[src/rtl/mmio_pkg.sv]
// Shared definitions for the SRAM-port MMIO responder: register offsets,
// UART status bit positions and the byte-enable merge helper.
package mmio_pkg;

    // Word offsets inside the 64 KiB window (addr[1:0] are dropped before compare)
    localparam logic [15:0] OFF_TIMER     = 16'h0000;
    localparam logic [15:0] OFF_LED       = 16'h0004;
    localparam logic [15:0] OFF_SWITCH    = 16'h0008;
    localparam logic [15:0] OFF_NUM       = 16'h000C;
    localparam logic [15:0] OFF_UART_DATA = 16'h0010;
    localparam logic [15:0] OFF_UART_STAT = 16'h0014;

    // UART_STAT field positions
    localparam int unsigned STAT_EMPTY_BIT = 0;
    localparam int unsigned STAT_FULL_BIT  = 1;
    localparam int unsigned STAT_OVF_BIT   = 2;
    localparam int unsigned STAT_CNT_LSB   = 8;
    localparam int unsigned STAT_CNT_W     = 8;

    // Replace the bytes of old_v selected by be with the matching bytes of new_v
    function automatic logic [31:0] merge_bytes(input logic [31:0] old_v,
                                                input logic [31:0] new_v,
                                                input logic [3:0]  be);
        logic [31:0] r;
        r = old_v;
        for (int i = 0; i < 4; i++) begin
            if (be[i]) begin
                r[i*8 +: 8] = new_v[i*8 +: 8];
            end
        end
        return r;
    endfunction

endpackage

[src/rtl/tx_byte_fifo.sv]
// Byte FIFO feeding the UART TX port.
// Ports: clk/resetn (sync, active-low), push_i/din_i write side,
//        pop_i/dout_o read side (dout_o is the head entry),
//        empty_o/full_o/count_o status.
// Pointers carry one extra wrap bit so full and empty are distinguishable.
module tx_byte_fifo #(
    parameter int unsigned DEPTH = 8
) (
    input  logic                       clk,
    input  logic                       resetn,
    input  logic                       push_i,
    input  logic [7:0]                 din_i,
    input  logic                       pop_i,
    output logic [7:0]                 dout_o,
    output logic                       empty_o,
    output logic                       full_o,
    output logic [$clog2(DEPTH):0]     count_o
);

    localparam int unsigned AW = $clog2(DEPTH);

    logic [AW:0] wr_ptr_q, wr_ptr_d;
    logic [AW:0] rd_ptr_q, rd_ptr_d;
    logic [7:0]  mem_q [DEPTH];
    logic        do_push_c;
    logic        do_pop_c;

    assign empty_o   = (wr_ptr_q == rd_ptr_q);
    assign full_o    = (wr_ptr_q[AW] != rd_ptr_q[AW]) &&
                       (wr_ptr_q[AW-1:0] == rd_ptr_q[AW-1:0]);
    assign count_o   = wr_ptr_q - rd_ptr_q;
    assign dout_o    = mem_q[rd_ptr_q[AW-1:0]];
    assign do_push_c = push_i & ~full_o;
    assign do_pop_c  = pop_i & ~empty_o;

    // Pointer advance
    always_comb begin
        wr_ptr_d = wr_ptr_q;
        rd_ptr_d = rd_ptr_q;
        if (do_push_c) wr_ptr_d = wr_ptr_q + (AW+1)'(1);
        if (do_pop_c)  rd_ptr_d = rd_ptr_q + (AW+1)'(1);
    end

    // Storage and pointer registers
    always_ff @(posedge clk) begin
        if (!resetn) begin
            wr_ptr_q <= '0;
            rd_ptr_q <= '0;
            for (int i = 0; i < int'(DEPTH); i++) begin
                mem_q[i] <= '0;
            end
        end else begin
            wr_ptr_q <= wr_ptr_d;
            rd_ptr_q <= rd_ptr_d;
            if (do_push_c) begin
                mem_q[wr_ptr_q[AW-1:0]] <= din_i;
            end
        end
    end

endmodule

[src/rtl/sram_mmio_responder.sv]
// MMIO register block on the CPU data-SRAM port.
// Ports: clk/resetn (sync, active-low); data_sram_en/we/addr/wdata request;
//        data_sram_rdata + mmio_hit registered response (1-cycle latency);
//        led register output; switch async input; uart_tx_valid/data/ready
//        valid/ready byte stream drained from the internal TX FIFO.
module sram_mmio_responder
    import mmio_pkg::*;
#(
    parameter logic [31:0] BASE_ADDR  = 32'hBFAF_0000,
    parameter int unsigned FIFO_DEPTH = 8,
    parameter int unsigned SW_W       = 8
) (
    input  logic            clk,
    input  logic            resetn,
    input  logic            data_sram_en,
    input  logic [3:0]      data_sram_we,
    input  logic [31:0]     data_sram_addr,
    input  logic [31:0]     data_sram_wdata,
    output logic [31:0]     data_sram_rdata,
    output logic            mmio_hit,
    output logic [15:0]     led,
    input  logic [SW_W-1:0] switch,
    output logic            uart_tx_valid,
    output logic [7:0]      uart_tx_data,
    input  logic            uart_tx_ready
);

    localparam int unsigned CNT_W = $clog2(FIFO_DEPTH) + 1;

    logic [31:0]     timer_q, timer_d;
    logic [31:0]     num_q, num_d;
    logic [15:0]     led_q, led_d;
    logic            ovf_q, ovf_d;
    logic [31:0]     rdata_q, rdata_d;
    logic            hit_q;
    logic [SW_W-1:0] sw_meta_q, sw_sync_q;

    logic            hit_c, wr_c, rd_c;
    logic [15:0]     off_c;
    logic [31:0]     led_wr_c;
    logic [31:0]     stat_c;
    logic            push_req_c;
    logic            fifo_empty, fifo_full;
    logic [CNT_W-1:0] fifo_count;
    logic [7:0]      fifo_dout;
    logic            unused_addr_lsb;

    assign hit_c           = data_sram_en && (data_sram_addr[31:16] == BASE_ADDR[31:16]);
    assign off_c           = {data_sram_addr[15:2], 2'b00};
    assign wr_c            = hit_c && (data_sram_we != 4'b0000);
    assign rd_c            = hit_c && (data_sram_we == 4'b0000);
    assign push_req_c      = wr_c && (off_c == OFF_UART_DATA) && data_sram_we[0];
    assign unused_addr_lsb = ^data_sram_addr[1:0];

    tx_byte_fifo #(
        .DEPTH (FIFO_DEPTH)
    ) u_tx_fifo (
        .clk     (clk),
        .resetn  (resetn),
        .push_i  (push_req_c & ~fifo_full),
        .din_i   (data_sram_wdata[7:0]),
        .pop_i   (uart_tx_valid & uart_tx_ready),
        .dout_o  (fifo_dout),
        .empty_o (fifo_empty),
        .full_o  (fifo_full),
        .count_o (fifo_count)
    );

    assign uart_tx_valid   = ~fifo_empty;
    assign uart_tx_data    = fifo_dout;
    assign data_sram_rdata = rdata_q;
    assign mmio_hit        = hit_q;
    assign led             = led_q;

    // Register writes, overflow flag and read-data selection
    always_comb begin
        timer_d  = timer_q + 32'd1;
        num_d    = num_q;
        led_d    = led_q;
        ovf_d    = ovf_q;
        rdata_d  = '0;
        led_wr_c = merge_bytes({16'h0000, led_q}, data_sram_wdata, {2'b00, data_sram_we[1:0]});

        stat_c                                 = '0;
        stat_c[STAT_EMPTY_BIT]                 = fifo_empty;
        stat_c[STAT_FULL_BIT]                  = fifo_full;
        stat_c[STAT_OVF_BIT]                   = ovf_q;
        stat_c[STAT_CNT_LSB +: STAT_CNT_W]     = STAT_CNT_W'(fifo_count);

        if (wr_c) begin
            unique case (off_c)
                // Written bytes come from wdata; the others hold the pre-increment value
                OFF_TIMER:     timer_d = merge_bytes(timer_q, data_sram_wdata, data_sram_we);
                OFF_LED:       led_d   = led_wr_c[15:0];
                OFF_NUM:       num_d   = merge_bytes(num_q, data_sram_wdata, data_sram_we);
                OFF_UART_STAT: if (data_sram_we[0] && data_sram_wdata[STAT_OVF_BIT]) ovf_d = 1'b0;
                default:       ;
            endcase
        end
        // Dropped enqueue sets overflow after any clear, so set wins
        if (push_req_c && fifo_full) ovf_d = 1'b1;

        if (rd_c) begin
            unique case (off_c)
                OFF_TIMER:     rdata_d = timer_q;
                OFF_LED:       rdata_d = {16'h0000, led_q};
                OFF_SWITCH:    rdata_d = 32'(sw_sync_q);
                OFF_NUM:       rdata_d = num_q;
                OFF_UART_STAT: rdata_d = stat_c;
                default:       rdata_d = '0;
            endcase
        end
    end

    // State registers, response registers and switch synchronizer
    always_ff @(posedge clk) begin
        if (!resetn) begin
            timer_q   <= '0;
            num_q     <= '0;
            led_q     <= '0;
            ovf_q     <= 1'b0;
            rdata_q   <= '0;
            hit_q     <= 1'b0;
            sw_meta_q <= '0;
            sw_sync_q <= '0;
        end else begin
            timer_q   <= timer_d;
            num_q     <= num_d;
            led_q     <= led_d;
            ovf_q     <= ovf_d;
            rdata_q   <= rdata_d;
            hit_q     <= hit_c;
            sw_meta_q <= switch;
            sw_sync_q <= sw_meta_q;
        end
    end

endmodule

[config.mk]
export PLATFORM = sky130hd
export DESIGN_NAME = sram_mmio_responder
export DESIGN_NICKNAME = d
export VERILOG_FILES = /design/src/rtl/mmio_pkg.sv /design/src/rtl/tx_byte_fifo.sv /design/src/rtl/sram_mmio_responder.sv
export SDC_FILE = /design/constraint.sdc
export NUM_CORES = 1
export LEC_CHECK = 0
export ABC_AREA = 1
export BUFFER_PORTS_ARGS = -buffer_cell sky130_fd_sc_hd__buf_2
export CORE_MARGIN = 2
export CORE_UTILIZATION = 55
export DETAILED_ROUTE_END_ITERATION = 8
export GPL_ROUTABILITY_DRIVEN = 0
export PLACE_DENSITY = 0.83
export SKIP_CTS_REPAIR_TIMING = 1
export SYNTH_ARGS = -nofsm -noshare
export SYNTH_HDL_FRONTEND = slang
export SYNTH_SLANG_ARGS = --single-unit
[constraint.sdc]
create_clock -name clk -period 4.8 [get_ports clk]
set_clock_uncertainty 0.1 [all_clocks]
set_input_delay 1.2 -clock clk [delete_from_list [all_inputs] [get_ports clk]]
set_output_delay 1.2 -clock clk [all_outputs]
set_load 0.05 [all_outputs]
==> results.md <==
- Fin. Hold Viols: 0
- Yosys warns: 0
- Unrepaired setup endpoints after global routing: false
- Worst slew margin: 0.374
- Gr usage total: 0.280
- Bufs on Longest Clock Path: 3
- Die ar.: 19200 um2
- CP Launch Type: register
- Final routed DRC violation total: 0
- Final ANT Viol Nets: 0
- Async SR Flop Fraction: 0
- Fill cell count: 1517
- Crit path largest cell delay: 0.71 ns
- Port bufs: 135
- Fraction of layout cells with a size suffix above 1: 0.160
- TritonCTS buffer count: 22
- Initial Utilization: 0.558
- Crit Path Max Fanout: 17
- Final Critical Period: 3.90 ns
- WL per Instance: 16.5 um
- Final core occ: 0.643
- Final Power: 3880 uW
- Final period utilization: 0.813
- Share of the synthesized area in the top cell type: 0.283
- Core ar.: 17800 um2
- Clock Power Share: 0.443
- Vias per cell: 5.61
- I/O pin total: 138
- Initial antenna violation count: 1
- Final setup viols: 0
- Grt ovf: 0
- Sw Ratio: 0.248
- P_int: 2920 uW
- Post-synth EDFFs: 64
- Final #Nets: 1518
- Syn-to-layout area delta: 15.1%
- Slew Limit Fails: 0
- PD cells: 338 nW/um2
- Final Hold Slack: 0.310 ns
- Clock-pin slew on the worst setup and hold paths: 0.06 ns
- CP Cell Sequence: inv_1 -> nor2_1 -> o21ai_0 -> a31oi_1 -> buf_2
- Start of the worst register-to-register path: u_tx_fifo.rd_ptr_q[1]
- Arrival time at the worst endpoint: 2.60 ns
- Netlist cell types: 40
- Crit. End Element: output port
- CTS sink cnt: 205
- Synth top area cells: dfxtp_1, edfxtp_1, nor2_1
- Commonest register cell after synthesis: dfxtp_1
- Die width: 139 um
- Slowest cell on the critical path: dfxtp_1
- Number of global-route vias before repair: 8594
- Chip height: 139 um
- Drt total wl: 27800 um
- First-pass GRT wire length: 43800 um
- Psw: 961 uW
- Row cnt: 49
- Iteration-0 DRC Markers: 1132
- Clk root buf: clkbuf_16
- Skew-Pair Late Insertion Delay: 0.52 ns
- Setup slack at placement: 0.985 ns
- Syn nets: 1405
- Max Clk Rate: 256 MHz
- Hpwl dp: 19400 um
- Worst Max-Slew Pin Slew: 0.937 ns
- Total of max-cap violations: 0
- Final TNS setup: 0 ns
- TritonCTS clock tree: built
- Worst min path class: reg2reg
- Hold Startpoint: sw_meta_q[6]
- Data required time at the worst endpoint: 3.50 ns
- Most frequent cells in the layout: nor2_1, nand2_1, dfxtp_1
- Syn Inst Count: 1318
- Most common cell after layout, fill and taps aside: nor2_1
- Pleak: 0.00480 uW
- Area leader, netlist: dfxtp_1
- Drt pass-1 iters: 5
- Mean Syn Cell Area: 7.56 um2
- Via count: 9412
- Pin count of the biggest net entering global routing: 88
- Htree depth: 1
- Mapped Area: 9960 um2
- Sequential power share: 0.474
- Final worst slack: 0.899 ns
- Status: finished clean
- Gate power share: 0.083
- Register area share after synthesis: 0.476
- Setup CP Type: reg2out
- Maximum vdd drop: 0.275 mV
- Flops & latches, synth: 205
critical path: cells and delay by family, from the launching register on:
family / cells / cell delay, ns
buf+inv: 2 / 0.75
simple gates: 1 / 0.20
flops: 1 / 0.71
compound gates: 2 / 0.43
metal layers:
| layer | share of wire | wire (um) | global-route usage |
|---|---|---|---|
| met1 | 0.40 | 11100 | 0.371 |
| met2 | 0.47 | 13000 | 0.473 |
| met3 | 0.094 | 2620 | 0.0369 |
| met4 | 0.038 | 1040 | 0.103 |
| met5 | 0 | 0 | 0 |
cell type report:
class / instances / area, um2 / area share
inverter: 109 / 409 / 0.0357
antenna: 1 / 2.50 / 0.000218
tap: 229 / 287 / 0.0250
clock buffer: 32 / 692 / 0.0603
sequential: 205 / 4740 / 0.414
multi-input combinational: 953 / 4560 / 0.397
timing repair buffer: 140 / 713 / 0.0622
clock inverter: 8 / 63.8 / 0.00556
path summary, 6_finish.rpt:
path	end	slack, ns	cells after the start
setup reg to reg	u_tx_fifo.mem_q[6][7]	1.96	7
hold / removal	sw_sync_q[6]	0.31	2
setup / recovery	uart_tx_data[1]	0.90	5
hold reg to reg	sw_sync_q[6]	0.31	2
power by group through the flow:
stage / logic, uW / registers, uW / clock network [uW]
6_report: 320 / 1840 / 1720
5_1_grt: 347 / 1840 / 1790
4_1_cts: 317 / 1840 / 1730
3_5_place_dp: 315 / 1880 / 0
3_3_place_gp: 309 / 1870 / 0
2_1_floorplan: 208 / 1870 / 0
stage by stage:
step           std cells  cell area (um2)
2_1_floorplan       1318             9960
3_3_place_gp        1636            10700
3_5_place_dp        1636            10700
4_1_cts             1676            11500
5_1_grt             1677            11500
6_report            1677            11500
registers in the layout (all words and copies together), names as in the netlist, named ones only:
register / flops
u_tx_fifo.mem_q: 64
u_tx_fifo.rd_ptr_q: 4
u_tx_fifo.wr_ptr_q: 4
led: 16
num_q: 32
data_sram_rdata: 32
sw_meta_q: 8
timer_q: 32
sw_sync_q: 8
ovf_q: 1
mmio_hit: 1
synth_stat cells (2+ instances only):
master / n
nor2_1: 294
nand2_1: 292
dfxtp_1: 141
inv_1: 94
o21ai_0: 94
nand3_1: 81
edfxtp_1: 64
a21oi_1: 52
clkbuf_1: 26
a22oi_1: 15
buf_2: 14
xor2_1: 14
nor2_2: 13
nand3b_1: 10
nand4_1: 10
a31oi_1: 9
buf_4: 9
inv_2: 9
o21ai_1: 9
o22ai_1: 8
nand3_4: 7
clkinv_1: 6
ha_1: 6
nor3_1: 5
o211ai_1: 5
nand3_2: 4
nor2_4: 4
nor3_2: 4
nor3_4: 4
xnor2_1: 3
nand4_2: 2
nand4_4: 2
kinds of logic after synthesis:
group           share of synthesized area
flops                               0.476
compound gates                      0.105
buf+inv                            0.0666
xor+xnor                           0.0149
fa+ha+maj                         0.00955
simple gates                        0.327
(Power assumes the default switching activity.)
